--- src/rtl/link_pkg.sv ---
`default_nettype none
// ============================================================================
// Module      : link_pkg
// Description : Shared link definitions: word/byte geometry, state encoding,
//               and the per-byte parity used by transmitter and receiver.
// Revision    : 1.0 - initial release
// ============================================================================
package link_pkg;

    localparam int LINK_WORD_W    = 32;
    localparam int LINK_BYTE_W    = 8;
    localparam int BYTES_PER_WORD = 4;

    typedef enum logic [1:0] {
        IDLE     = 2'd0,
        SEND     = 2'd1,
        WAIT_ACK = 2'd2,
        ERROR    = 2'd3
    } linkState_e;

    // Even parity: the XOR of all bits, so byte plus parity has even weight.
    function automatic logic linkParity(input logic [LINK_BYTE_W-1:0] b);
        return ^b;
    endfunction

endpackage
`default_nettype wire

--- src/rtl/link_tx_serializer.sv ---
`default_nettype none
// ============================================================================
// Module      : link_tx_serializer
// Description : Serializes 32-bit words MSB byte first onto an 8-bit link with
//               even parity, then waits for ACK/NACK with timeout and retries.
// Revision    : 1.0 - initial release
// ============================================================================
module link_tx_serializer
    import link_pkg::*;
#(
    parameter int MAX_RETRY   = 3,
    parameter int ACK_TIMEOUT = 16
) (
    input  logic                   Clk_r,
    input  logic                   Rst,
    input  logic [LINK_WORD_W-1:0] TxData,
    input  logic                   TxData_Valid,
    output logic                   Tx_Ready,
    output logic                   Tx_Error,
    input  logic                   Error_Ack,
    output logic [LINK_BYTE_W-1:0] Link_Data,
    output logic                   Link_Valid,
    output logic                   Link_Parity,
    input  logic                   Link_Ack,
    input  logic                   Link_Nack
);

    // A zero-retry build still needs a one-bit counter to hold the value 0.
    localparam int RTY_W = (MAX_RETRY > 0) ? $clog2(MAX_RETRY + 1) : 1;
    localparam int TMO_W = $clog2(ACK_TIMEOUT + 1);
    localparam int IDX_W = $clog2(BYTES_PER_WORD);

    localparam logic [1:0] c_stIdle  = IDLE;
    localparam logic [1:0] c_stSend  = SEND;
    localparam logic [1:0] c_stWait  = WAIT_ACK;
    localparam logic [1:0] c_stError = ERROR;

    localparam logic [RTY_W-1:0] c_maxRetry   = RTY_W'(MAX_RETRY);
    localparam logic [TMO_W-1:0] c_timeoutEnd = TMO_W'(ACK_TIMEOUT - 1);
    localparam logic [IDX_W-1:0] c_lastByte   = IDX_W'(BYTES_PER_WORD - 1);

    logic [1:0]             r_state;
    logic [IDX_W-1:0]       r_byteIdx;
    logic [RTY_W-1:0]       r_retry;
    logic [TMO_W-1:0]       r_timeout;
    logic [LINK_WORD_W-1:0] r_word;

    logic [1:0]             w_nextState;
    logic [IDX_W-1:0]       w_nextIdx;
    logic [RTY_W-1:0]       w_nextRetry;
    logic [TMO_W-1:0]       w_nextTimeout;
    logic [LINK_WORD_W-1:0] w_nextWord;
    logic                   w_attemptFailed;
    logic [LINK_WORD_W-1:0] w_shiftedWord;
    logic [LINK_BYTE_W-1:0] w_sendByte;
    logic                   w_nextSend;

    always_comb begin
        w_nextState     = r_state;
        w_nextIdx       = r_byteIdx;
        w_nextRetry     = r_retry;
        w_nextTimeout   = r_timeout;
        w_nextWord      = r_word;
        w_attemptFailed = 1'b0;

        case (r_state)
            c_stIdle: begin
                if (TxData_Valid && Tx_Ready) begin
                    w_nextWord  = TxData;
                    w_nextRetry = '0;
                    w_nextIdx   = '0;
                    w_nextState = c_stSend;
                end
            end
            c_stSend: begin
                if (r_byteIdx == c_lastByte) begin
                    w_nextTimeout = '0;
                    w_nextState   = c_stWait;
                end else begin
                    w_nextIdx = r_byteIdx + 1'b1;
                end
            end
            c_stWait: begin
                // Nack beats Ack; a clean Ack beats a coincident timeout.
                if (Link_Nack) begin
                    w_attemptFailed = 1'b1;
                end else if (Link_Ack) begin
                    w_nextState = c_stIdle;
                end else if (r_timeout == c_timeoutEnd) begin
                    w_attemptFailed = 1'b1;
                end else begin
                    w_nextTimeout = r_timeout + 1'b1;
                end

                if (w_attemptFailed) begin
                    if (r_retry < c_maxRetry) begin
                        w_nextRetry   = r_retry + 1'b1;
                        w_nextTimeout = '0;
                        w_nextIdx     = '0;
                        w_nextState   = c_stSend;
                    end else begin
                        w_nextState = c_stError;
                    end
                end
            end
            c_stError: begin
                if (Error_Ack) begin
                    w_nextWord  = '0;
                    w_nextState = c_stIdle;
                end
            end
            default: begin
                w_nextState = c_stIdle;
            end
        endcase
    end

    // Outputs are registered from next-state values so each byte appears in
    // the cycle right after the edge that selects it.
    assign w_nextSend    = (w_nextState == c_stSend);
    assign w_shiftedWord = w_nextWord << (int'(w_nextIdx) * LINK_BYTE_W);
    assign w_sendByte    = w_shiftedWord[LINK_WORD_W-1 -: LINK_BYTE_W];

    always_ff @(posedge Clk_r) begin
        if (Rst) begin
            r_state     <= c_stIdle;
            r_byteIdx   <= '0;
            r_retry     <= '0;
            r_timeout   <= '0;
            r_word      <= '0;
            Tx_Ready    <= 1'b0;
            Tx_Error    <= 1'b0;
            Link_Valid  <= 1'b0;
            Link_Data   <= '0;
            Link_Parity <= 1'b0;
        end else begin
            r_state     <= w_nextState;
            r_byteIdx   <= w_nextIdx;
            r_retry     <= w_nextRetry;
            r_timeout   <= w_nextTimeout;
            r_word      <= w_nextWord;
            Tx_Ready    <= (w_nextState == c_stIdle);
            Tx_Error    <= (w_nextState == c_stError);
            Link_Valid  <= w_nextSend;
            Link_Data   <= w_nextSend ? w_sendByte : '0;
            Link_Parity <= w_nextSend ? linkParity(w_sendByte) : 1'b0;
        end
    end

endmodule
`default_nettype wire

--- config.mk ---
export PLATFORM = sky130hd
export DESIGN_NAME = link_tx_serializer
export DESIGN_NICKNAME = d
export VERILOG_FILES = /design/src/rtl/link_pkg.sv /design/src/rtl/link_tx_serializer.sv
export SDC_FILE = /design/constraint.sdc
export NUM_CORES = 1
export LEC_CHECK = 0
export CORE_MARGIN = 2
export CORE_UTILIZATION = 28
export DETAILED_ROUTE_END_ITERATION = 8
export PLACE_DENSITY = 0.58
export SLEW_MARGIN = 10
export SYNTH_ARGS = -nofsm -noshare
export SYNTH_HDL_FRONTEND = slang
export SYNTH_SLANG_ARGS = --single-unit
--- constraint.sdc ---
create_clock -name Clk_r -period 3.8 [get_ports Clk_r]
set_input_delay 0.76 -clock Clk_r [delete_from_list [all_inputs] [get_ports Clk_r]]
set_output_delay 0.76 -clock Clk_r [all_outputs]
set_load 0.01 [all_outputs]
==> PnR_summary.wiki, run 1 <==
{| class="wikitable"
! Metric !! Value
|-
| Layout overhead on the synthesized area || 26.0%
|-
| Wire length of the first global-routing pass || 9200 um
|-
| Max Transition Viols Final || 0
|-
| Count of routing violations after the opening detailed-route iteration || 101
|-
| Number of inserted diodes || 0
|-
| Post-Syn Area per Cell || 9.87 um2
|-
| Critical path's largest stage delay || 0.52 ns
|-
| Synthesized-area fraction occupied by ao, oa, aoi and oai cells || 18.2%
|-
| Post-cts resize count || 0
|-
| Post-route DRC violation count || 0
|-
| TNS Setup || 0 ns
|-
| Detailed placer's ending HPWL || 4010 um
|-
| Crit path cell chain || clkdlybuf4s50_1 -> o311a_4 -> o31a_1 -> o21ba_1 -> mux2_4 -> xnor2_4 -> xnor2_2 -> xnor2_1 -> and2_1
|-
| Setup repair after global routing missed its margin || false
|-
| Post-route design area || 3180 um2
|-
| Insertion delay of the later-clocked pin in the worst-skew pair || 0.31 ns
|-
| Number of clock sinks || 55
|-
| Int Power || 1140 uW
|-
| Leakage power of the design || 0.00121 uW
|-
| Post-synthesis mux area share || 11.6%
|-
| Count of standard-cell rows || 34
|-
| Global Route met1 Usage || 16.7%
|-
| Total overflow reported by the global router || 0
|-
| Final core occ || 36.5%
|-
| Die Ht || 99.0 um
|-
| Sequential cell area in the final layout || 1100 um2
|-
| Dominant combinational cell family by area after synthesis || compound AO/OA/AOI/OAI gates
|-
| Xor-xnor portion of the synthesized cell area || 3.76%
|-
| Die width || 99.0 um
|-
| Final count of negative-setup-slack endpoints || 0
|-
| Highest fanout seen on the critical path || 9
|-
| Critical path's slowest cell || clkdlybuf4s50_1
|-
| Met2 layer usage reported by global route || 17.1%
|-
| Cell area after placement || 3100 um2
|-
| Number of buffers created by CTS || 5
|-
| Share of power burned in registers || 38.5%
|-
| Proportion of power drawn by combinational gates || 42.9%
|-
| Cts hold-fix bufs || 0
|-
| Period utilisation layout || 81.4%
|-
| Yosys cell types || 45
|-
| Rel. slew slack || 55.9%
|-
| Smallest setup slack after layout || 0.709 ns
|-
| Clock Power Share || 18.6%
|-
| Worst hold slack || 0.478 ns
|-
| Flops & latches, synth || 55
|-
| Clock buffer depth || 2
|-
| Floorplan die area || 9800 um2
|-
| Tightest Pin Transition || 0.661 ns
|-
| Hold Violations, Final || 0
|-
| Number of vias per cell || 4.86
|-
| Routing layer with the top usage in global route || met2
|-
| Final-layout fill cell count || 887
|-
| Share of flip-flops with an asynchronous set or reset || 0%
|-
| Multi-input gate area in the final layout || 1330 um2
|-
| Kind of end point of the critical path || flop
|-
| Worst min path class || reg -> reg
|-
| Routability-driven placement congestion ratio || 0.802
|-
| Number of flops mapped to enable cells by yosys || 0
|-
| Status || completed
|-
| Pre-antenna DRT Iters || 4
|-
| Worst setup path class || in -> reg
|-
| Wire length reported by the detailed router || 5640 um
|-
| Largest net degree at the start of global routing || 44
|-
| Data required time of the worst path || 4.00 ns
|-
| Via count of the routed design || 1968
|-
| CTS tree || yes
|-
| WL/cell || 13.9 um
|-
| Power per cell area || 549 nW/um2
|-
| Peak Freq || 0.323 GHz
|-
| Buffers inserted by post-CTS timing repair || 0
|-
| Ys Warns || 0
|-
| Clock tree root buffer cell || clkbuf_8
|-
| Number of H-tree branching levels || 2
|-
| Area share of and/or/nand/nor cells after synthesis || 15.9%
|-
| Post-Syn Nets || 300
|-
| Data arrival time of the critical path || 3.29 ns
|-
| Count of buffers inserted at the top-level ports || 49
|-
| Initial core utilization || 29.0%
|-
| Met3 track demand over resource in global routing || 2.91%
|-
| Worst Skew || 0.0129 ns
|-
| Switching share of power || 34.9%
|-
| Time the worst path needs with I/O delays and setup || 3.09 ns
|-
| Post-synthesis adder-cell area fraction || 2.97%
|-
| Seq/Total Area, Yosys || 43.6%
|-
| Combined area of all synthesized cells || 2530 um2
|-
| Via count of the first global-routing pass || 1859
|-
| Core area || 8720 um2
|-
| Final net count || 341
|-
| Gate count after technology mapping || 256
|-
| Worst setup SP type || input port
|-
| Remaining number of nets flagged by the antenna check after routing || 0
|-
| Antenna violations before repair || 0
|-
| Pre-CTS setup slack || 0.395 ns
|-
| IO Pins || 50
|-
| Clock transition time at the flip-flop clock pins of the worst setup and hold paths || 0.10 ns
|-
| Synth Flop Type || dfxtp_1
|-
| Maximum Capacitance Violations || 0
|-
| Worst-case vdd ir drop || 0.000175 V
|-
| Switching power total || 609 uW
|-
| Total Routing Usage GR || 11.6%
|-
| Share of post-route cells with drive strength above 1 || 9.43%
|}
==> path summary, 6_finish.rpt <==
kind | slack, ns | end | cells past startpoint | start
setup reg to reg | 0.86 | Link_Parity$_SDFF_PP0_ | 12 | r_state[1]$_SDFF_PP0_
hold reg to reg | 0.48 | r_timeout[4]$_SDFFE_PP0P_ | 1 | r_timeout[4]$_SDFFE_PP0P_
hold / removal | 0.48 | r_timeout[4]$_SDFFE_PP0P_ | 1 | r_timeout[4]$_SDFFE_PP0P_
setup / recovery | 0.71 | Link_Parity$_SDFF_PP0_ | 9 | Link_Ack
==> kinds of logic (layout without fill, tap and decap cells) <==
| family | Yosys count | count (layout) |
|---|---|---|
| mux | 26 | 26 |
| flops | 55 | 55 |
| compound gates | 62 | 62 |
| xor+xnor | 7 | 7 |
| fa+ha+maj | 6 | 6 |
| buf+inv | 23 | 64 |
| simple gates | 77 | 77 |
==> worst max-delay path: cells and delay by family <==
kind            cells  cell delay, ns
compound gates      3            1.04
xor+xnor            3            0.42
buf+inv             1            0.52
mux                 1            0.40
simple gates        1            0.15
==> synth_stat cells (all sizes together) (6+ instances only) <==
cell type,number,area share (%)
a21oi,13,3.0
xnor2,6,3.4
clkbuf,15,2.2
mux2,8,4.5
nor2b,6,1.5
nor2,38,5.6
ha,6,3.0
mux2i,18,7.1
dfxtp,55,44
and3,8,2.0
a22oi,33,9.8
==> power by group through the flow <==
| stage | sequential [uW] | clock (uW) | combinational (uW) |
|---|---|---|---|
| 6_report | 672 | 325 | 750 |
| 5_1_grt | 680 | 361 | 818 |
| 4_1_cts | 672 | 338 | 758 |
| 3_5_place_dp | 685 | 0 | 752 |
| 3_3_place_gp | 685 | 0 | 751 |
| 2_1_floorplan | 689 | 0 | 565 |
==> final cells by class <==
class | count | share of cell area (%)
sequential | 55 | 34.6
timing repair buffer | 53 | 16.4
inverter | 4 | 0.472
clock buffer | 5 | 2.16
tap | 108 | 4.25
multi-input combinational | 178 | 41.6
clock inverter | 2 | 0.511
==> placed cells by master, fill, tap and decap left out, types with 2 or more instances in the layout <==
cell,Yosys,layout
clkdlybuf4s50_1,0,49
xnor2_2,2,2
nor3_1,4,4
nor2_1,38,38
dfxtp_1,55,55
clkbuf_8,0,5
a22oi_1,33,33
a21oi_1,12,12
o21ai_0,3,3
ha_1,6,6
nand2b_1,3,3
nand2_1,3,3
a31oi_1,3,3
mux2_4,6,6
nand4_1,2,2
and2_1,3,3
nor2b_1,6,6
mux2i_1,18,18
inv_1,4,4
and3_1,8,8
nand3b_1,2,2
buf_4,1,4
nor3b_1,2,2
xnor2_1,3,3
mux2_2,2,2
==> stage by stage <==
step,power [uW],instances
2_1_floorplan,1250,256
4_1_cts,1770,405
3_5_place_dp,1440,398
3_3_place_gp,1440,398
6_report,1750,405
5_1_grt,1860,405
==> flip-flops by register name (all words and copies together) (netlist names), 2 cells and up <==
name       flops
r_retry        2
Link_Data      8
r_byteIdx      2
r_word        32
r_state        2
r_timeout      5
==> layer usage <==
metal,up-vias,wire (um)
met2,42,2480
met3,4,316
met1,920,2800
li1,1002,-
met5,-,0
met4,0,53
Note: power is estimated with default switching activity, not from simulation.
==> run 2: changes to the inputs <==
PLACE_DENSITY = 0.59   (was 0.58)
clock period = 2.65 ns   (was 3.8 ns; I/O delays follow)
==> run 2 against run 1 <==
Against the previous run:
- register-to-register slack worse by 0.83 ns
- final cell count is 15% higher
- combinational power is 130% higher
- clock skew is 0.0022 ns lower
- sequential share of layout area is 6.7 points lower
- critical path type unchanged
- sequential power is 45% higher
- worst hold slack better by 0.0019 ns
- non-clock buffer count is 61 higher
- die area stayed put
==> PnR_summary.wiki, run 2 (synthesis gave the netlist of run 1 again) <==
{| class="wikitable"
! Metric !! Value
|-
| Status || completed
|-
| Max Transition Viols Final || 0 (unchanged)
|-
| Worst setup path class || in -> reg
|-
| Kind of end point of the critical path || flop
|-
| Delay-heaviest family, CP || compound AO/OA/AOI/OAI gates
|-
| Via count of the first global-routing pass || 2195 (+18%)
|-
| Number of buffers created by CTS || 5 (unchanged)
|-
| Final count of negative-setup-slack endpoints || 0 (unchanged)
|-
| Top library cells by usage in the layout, fill and taps aside || 58 x buf_4, 53 x dfxtp_1, 47 x clkdlybuf4s50_1
|-
| Sequential cell area in the final layout || 1100 um2 (+0.23%)
|-
| Remaining number of nets flagged by the antenna check after routing || 0 (unchanged)
|-
| Clock tree root buffer cell || clkbuf_8
|-
| Clock buffer depth || 2 (unchanged)
|-
| Critical path's slowest cell || clkdlybuf4s50_1
|-
| Number of H-tree branching levels || 2 (unchanged)
|-
| Final cell count without fillers || 467 (+15%)
|-
| Worst-case vdd ir drop || 0.000375 V (+110%)
|-
| Initial core utilization || 29.0% (unchanged)
|-
| Number of gates on the worst path with buffers counted || 9 (unchanged)
|-
| Via count of the routed design || 2233 (+13%)
|-
| Worst min path class || reg -> reg
|-
| Number of clock sinks || 55 (unchanged)
|-
| Count of standard-cell rows || 34 (unchanged)
|-
| Largest register FFs || 32 (unchanged)
|-
| Worst Skew || 0.0108 ns (-0.00215 ns)
|-
| Register ranked first by flip-flop count || r_word
|-
| Total Routing Usage GR || 13.3% (+1.7 points)
|-
| Final-layout fill cell count || 839 (-5.4%)
|-
| Share of post-route cells with drive strength above 1 || 35.1% (+26 points)
|-
| Count of buffers inserted at the top-level ports || 49 (unchanged)
|-
| Period utilisation layout || 99.4%
|-
| Leading cell type in the layout, fill and taps excluded || buf_4
|-
| Final net count || 402 (+18%)
|-
| Crit path cell chain || clkdlybuf4s50_1 -> o311a_4 -> o31a_1 -> o21ba_4 -> mux2_4 -> xor2_2 -> xnor2_2 -> xnor2_1 -> and2_1
|-
| Instance count along the most critical hold path || 1 (unchanged)
|-
| Post-route DRC violation count || 0 (unchanged)
|-
| Floorplan die area || 9800 um2 (unchanged)
|-
| Antenna violations before repair || 0 (unchanged)
|-
| Time the worst path needs with I/O delays and setup || 2.63 ns
|-
| Cts hold-fix bufs || 0 (unchanged)
|-
| Largest net degree at the start of global routing || 44 (unchanged)
|-
| Clock transition time at the flip-flop clock pins of the worst setup and hold paths || 0.11 ns (about the same)
|-
| Worst hold slack || 0.480 ns (+0.00187 ns)
|-
| Registers with the most flip-flops || r_word (32), Link_Data (8), r_timeout (5)
|-
| Core area || 8720 um2 (unchanged)
|-
| Data arrival time of the critical path || 2.84 ns (-0.45 ns)
|-
| Critical path's largest stage delay || 0.46 ns (-0.06 ns)
|-
| Data required time of the worst path || 2.86 ns (-1.14 ns)
|-
| Length in cells of the worst reg-to-reg path || 12 (unchanged)
|-
| Worst setup SP type || input port
|-
| Peak Freq || 0.380 GHz
|-
| Wire length reported by the detailed router || 6680 um (+18%)
|-
| Wire length of the first global-routing pass || 10600 um (+15%)
|-
| Highest fanout seen on the critical path || 9 (unchanged)
|-
| Insertion delay of the later-clocked pin in the worst-skew pair || 0.31 ns (about the same)
|-
| Multi-input gate area in the final layout || 1520 um2 (+14%)
|-
| Die Ht || 99.0 um (unchanged)
|-
| Number of cells after detailed placement || 451 (+13%)
|-
| Setup repair after global routing missed its margin || true
|-
| Total overflow reported by the global router || 0 (unchanged)
|-
| Tightest Pin Transition || 0.524 ns (-0.137 ns)
|-
| Layout overhead on the synthesized area || 56.3%
|-
| Pre-antenna DRT Iters || 4 (unchanged)
|-
| IO Pins || 50 (unchanged)
|-
| Routability-driven placement congestion ratio || 0.816 (+1.7%)
|-
| Leakage power of the design || 0.00157 uW (+30%)
|-
| Maximum Capacitance Violations || 0 (unchanged)
|-
| Number of inserted diodes || 0 (unchanged)
|-
| Hold Violations, Final || 0 (unchanged)
|-
| WL/cell || 14.3 um (+2.7%)
|-
| Power per cell area || 815 nW/um2 (+48%)
|-
| Count of routing violations after the opening detailed-route iteration || 102 (+0.99%)
|-
| Die width || 99.0 um (unchanged)
|-
| Detailed placer's ending HPWL || 4520 um (+13%)
|-
| Rel. slew slack || 65.0% (+9.1 points)
|-
| Number of vias per cell || 4.78 (-1.6%)
|-
| CTS tree || yes
|-
| Buffers plus inverters on the worst setup path || 1 (unchanged)
|}
run 2: cell types whose count changed in the layout (fill, tap and decap cells not counted), moves of 4 or more:
cell / change
a22oi_1: -26
buf_12: +4
a22oi_2: +26
buf_4: +54
run 2: path summary, 6_finish.rpt:
kind,start,to,slack (ns)
worst max-delay path,Link_Ack,Link_Parity$_SDFF_PP0_,0.02
worst min-delay path,r_timeout[4]$_SDFFE_PP0P_,r_timeout[4]$_SDFFE_PP0P_,0.48
worst max register to register,r_state[0]$_SDFF_PP0_,Link_Parity$_SDFF_PP0_,0.03
worst min register to register,r_timeout[4]$_SDFFE_PP0P_,r_timeout[4]$_SDFFE_PP0P_,0.48
run 2: metrics by stage:
stage | setup TNS, ns | setup slack, ns | total power [uW] | utilization (%) | area, um2
2_1_floorplan | 0 | 0.00454 | 1820 | - | 2550
3_3_place_gp | -0.597 | -0.396 | 2370 | 40.9 | 3570
3_5_place_dp | -0.829 | -0.442 | 2380 | 40.9 | 3570
4_1_cts | 0 | 0.00612 | 3020 | 43.4 | 3790
5_1_grt | -0.0547 | -0.0547 | 3390 | 45.3 | 3950
6_report | 0 | 0.0167 | 3220 | 45.3 | 3950
run 2: power breakdown:
| group | leakage, uW | internal, uW | switching (uW) |
|---|---|---|---|
| Sequential | 0.000447 | 927 | 47.5 |
| Clock | 0.0000454 | 191 | 291 |
| Combinational | 0.00108 | 1010 | 750 |
run 2: final cells by class:
| class | count | area share [%] |
|---|---|---|
| clock buffers | 6 | 1.84 |
| repair buffers | 114 | 27.6 |
| inverters | 4 | 0.380 |
| multi-input cells | 178 | 38.4 |
| clock inverters | 2 | 0.444 |
| flip-flops and latches | 55 | 27.9 |
| well taps | 108 | 3.42 |
run 2: worst register-to-register path: stages, from the launching register on:
cell	delay, ns
dfxtp_2	0.36
inv_2	0.06
ha_4	0.15
a21boi_4	0.14
or3_4	0.47
clkbuf_16	0.21
a22oi_2	0.15
mux2i_1	0.10
mux2_4	0.30
xor2_2	0.20
xnor2_2	0.14
xnor2_1	0.12
and2_1	0.13
run 2: timing repair:
action / in CTS / in global routing
cloned: 1 / 2
pin swaps: 1 / 9
gates resized for setup: 23 / 17
buffers inserted: 0 / 5
endpoints found under the setup margin: 1 / 1
run 2: layer usage:
layer	share of wire, %	vias to the layer above	global-route usage, %
li1	-	1124	-
met1	47	1056	18.0
met2	48	46	21.2
met3	4.4	7	3.40
met4	0.82	0	2.95
met5	0	-	0
==> run 3: changes to the inputs <==
CORE_ASPECT_RATIO = 0.75   (was unset)
CORE_UTILIZATION = 46   (was 28)
PLACE_DENSITY = 0.84   (was 0.59)
RECOVER_POWER = 100   (was unset)
==> run 3 against run 2 <==
Against the previous run:
- the flow now finishes with violations (setup timing)
- register-to-register slack worse by 0.06 ns
- clock skew shrank 0.0032 ns
- worst hold slack gained 0.011 ns
- power grew 7.0%
- non-clock buffer count grew 5
- maximum frequency fell by 1.8%
- utilization grew 30 points
- sequential power up 1%
- setup slack lost 0.047 ns
- die area decreased by 38%
- combinational power increased by 6%
- wire length is 16% higher
==> PnR_summary.wiki, run 3 (synthesis gave the netlist of run 1 again) <==
{| class="wikitable"
! Metric !! Value
|-
| Number of gates on the worst path with buffers counted || 12 (+3)
|-
| Critical path's largest stage delay || 0.43 ns (-0.03 ns)
|-
| Count of routing violations after the opening detailed-route iteration || 105 (+2.9%)
|-
| Int Power || 2260 uW (+6.2%)
|-
| Number of clock sinks || 55 (unchanged)
|-
| Sequential cell area in the final layout || 1100 um2 (unchanged)
|-
| Final-layout fill cell count || 338 (-60%)
|-
| Cts hold-fix bufs || 0 (unchanged)
|-
| Hold Violations, Final || 0 (unchanged)
|-
| Total overflow reported by the global router || 0 (unchanged)
|-
| Clock buffer depth || 2 (unchanged)
|-
| Number of cells after detailed placement || 420 (-6.9%)
|-
| Number of buffers created by CTS || 5 (unchanged)
|-
| Antenna violations before repair || 0 (unchanged)
|-
| Share of power burned in registers || 28.7% (-1.6 points)
|-
| Critical path's slowest cell || or3_4
|-
| Status || complete, but fails checks
|-
| IO Pins || 50 (unchanged)
|-
| Max Transition Viols Final || 0 (unchanged)
|-
| Remaining number of nets flagged by the antenna check after routing || 0 (unchanged)
|-
| Crit path cell chain || inv_2 -> ha_4 -> a21boi_4 -> or3_4 -> buf_16 -> a22oi_2 -> mux2i_1 -> mux2_4 -> xnor2_4 -> xnor2_2 -> xnor2_1 -> and2_1
|-
| Tightest Pin Transition || 0.565 ns (+0.0404 ns)
|-
| Maximum Capacitance Violations || 0 (unchanged)
|-
| CTS tree || yes
|-
| Power per cell area || 855 nW/um2 (+5.0%)
|-
| Worst setup SP type || flop
|-
| Die width || 89.6 um (-9.5%)
|-
| Initial core utilization || 47.5% (+18 points)
|-
| Violated checks || setup timing
|-
| Register-to-register setup slack || -0.03 ns (-0.06 ns)
|-
| Rel. slew slack || 62.3% (-2.7 points)
|-
| Highest fanout seen on the critical path || 8 (-1)
|-
| Smallest setup slack after layout || -0.0303 ns (-0.0470 ns)
|-
| Insertion delay of the later-clocked pin in the worst-skew pair || 0.32 ns (about the same)
|-
| Wire length of the first global-routing pass || 11400 um (+8.4%)
|-
| TNS Setup || -0.0303 ns (-0.0303 ns)
|-
| Buffers plus inverters on the worst setup path || 2 (+1)
|-
| Top library cells by usage in the layout, fill and taps aside || 64 x buf_4, 53 x dfxtp_1, 45 x clkdlybuf4s50_1
|-
| Clock tree root buffer cell || clkbuf_8
|-
| Via count of the routed design || 2410 (+7.9%)
|-
| Count of buffers inserted at the top-level ports || 49 (unchanged)
|-
| Switching share of power || 34.4% (+0.52 points)
|-
| Multi-input gate area in the final layout || 1600 um2 (+5.3%)
|-
| Number of vias per cell || 5.48 (+15%)
|-
| Number of inserted diodes || 0 (unchanged)
|-
| Data required time of the worst path || 2.87 ns (about the same)
|-
| Final core occ || 75.6% (+30 points)
|-
| Share of post-route cells with drive strength above 1 || 38.6% (+3.5 points)
|-
| Registers with the most flip-flops || r_word (32), Link_Data (8), r_timeout (5)
|-
| Leakage power of the design || 0.00160 uW (+2.0%)
|-
| Core area || 5320 um2 (-39%)
|-
| Final cell count without fillers || 440 (-5.8%)
|-
| Length in cells of the worst reg-to-reg path || 12 (unchanged)
|-
| Count of standard-cell rows || 23 (-32%)
|-
| Layout overhead on the synthesized area || 59.3%
|-
| Delay-heaviest family, CP || simple AND/OR/NAND/NOR gates
|-
| Via count of the first global-routing pass || 2376 (+8.2%)
|-
| Kind of end point of the critical path || flop
|-
| Register ranked first by flip-flop count || r_word
|-
| Time the worst path needs with I/O delays and setup || 2.68 ns (+0.0470 ns)
|-
| Peak Freq || 0.373 GHz (-1.8%)
|-
| Period utilisation layout || 101% (+1.8 points)
|-
| Total Routing Usage GR || 25.4% (+12 points)
|-
| Worst hold slack || 0.491 ns (+0.0112 ns)
|-
| Clock transition time at the flip-flop clock pins of the worst setup and hold paths || 0.10 ns (about the same)
|-
| Worst Skew || 0.00759 ns (-0.00318 ns)
|-
| WL/cell || 17.6 um (+23%)
|-
| Pre-CTS setup slack || -0.443 ns (-0.00130 ns)
|-
| Clock Power Share || 17.1% (+2.1 points)
|-
| Floorplan die area || 6110 um2 (-38%)
|-
| Instance count along the most critical hold path || 2 (+1)
|-
| Setup repair after global routing missed its margin || true
|-
| Worst min path class || reg -> reg
|-
| Switching power total || 1180 uW (+8.6%)
|-
| Worst setup path class || reg -> reg
|-
| Worst-case vdd ir drop || 0.000501 V (+34%)
|-
| Wire length reported by the detailed router || 7740 um (+16%)
|-
| Final net count || 408 (+1.5%)
|-
| Proportion of power drawn by combinational gates || 54.3% (-0.4 points)
|-
| Pre-antenna DRT Iters || 4 (unchanged)
|-
| Number of H-tree branching levels || 2 (unchanged)
|-
| Detailed placer's ending HPWL || 4610 um (+1.9%)
|-
| Post-route DRC violation count || 0 (unchanged)
|-
| Data arrival time of the critical path || 2.90 ns (+0.06 ns)
|-
| Largest net degree at the start of global routing || 33 (-25%)
|-
| Final count of negative-setup-slack endpoints || 1 (+1)
|-
| Die Ht || 68.2 um (-31%)
|-
| Routability-driven placement congestion ratio || 0.807 (-1.1%)
|-
| Largest register FFs || 32 (unchanged)
|-
| Leading cell type in the layout, fill and taps excluded || buf_4
|}
[run 3: cell types whose count changed in the layout (fill, tap and decap cells not counted), moves of 3 or more]
cell / before / now
a22oi_1: 7 / 1
a22oi_2: 26 / 32
buf_4: 58 / 64
dlygate4sd2_1: 0 / 3
[run 3: final timing paths]
path / startpoint / endpoint
hold reg to reg: r_retry[1]$_SDFFE_PP0P_ / r_retry[1]$_SDFFE_PP0P_
setup reg to reg: r_state[0]$_SDFF_PP0_ / Link_Parity$_SDFF_PP0_
setup / recovery: r_state[0]$_SDFF_PP0_ / Link_Parity$_SDFF_PP0_
hold / removal: r_retry[1]$_SDFFE_PP0P_ / r_retry[1]$_SDFFE_PP0P_
[run 3: stage by stage]
| stage | instance area (um2) | total power, uW |
|---|---|---|
| 5_1_grt | 4030 | 3590 |
| 3_5_place_dp | 3510 | 2330 |
| 3_3_place_gp | 3510 | 2290 |
| 6_report | 4030 | 3440 |
| 2_1_floorplan | 2550 | 1820 |
| 4_1_cts | 3940 | 3280 |
[run 3: timing repair]
item / CTS / global route
buffers inserted: 7 / 1
pin swaps: 6 / 6
setup endpoints to repair: 1 / 1
cloned: 3 / 1
resized for setup: 45 / 8
[run 3: layout make-up]
class	instances	area share, %
clock buffers	6	2.05
clock inverters	2	0.870
inverters	4	0.373
multi-input cells	179	39.7
flip-flops and latches	55	27.4
well taps	75	2.33
repair buffers	119	27.3
[run 3: layer usage]
layer  part of all wire [%]  routed length [um]  GRT usage [%]
met5                      0                   0              0
met4                    2.0                 154           9.70
met3                    4.3                 334           5.79
met2                     49                3790           43.7
met1                     45                3470           31.1
[run 3: worst min-delay path, stage by stage (launching register included)]
cell	delay, ns
dfxtp_1	0.32
o21ai_0	0.07
a21oi_1	0.06
[run 3: power by group through the flow]
| stage | registers [uW] | logic, uW | clock network (uW) |
|---|---|---|---|
| global route | 993 | 1970 | 626 |
| global placement | 980 | 1310 | 0 |
| finish | 987 | 1870 | 588 |
| CTS | 978 | 1710 | 590 |
| detailed placement | 984 | 1350 | 0 |
| floorplan | 990 | 826 | 0 |
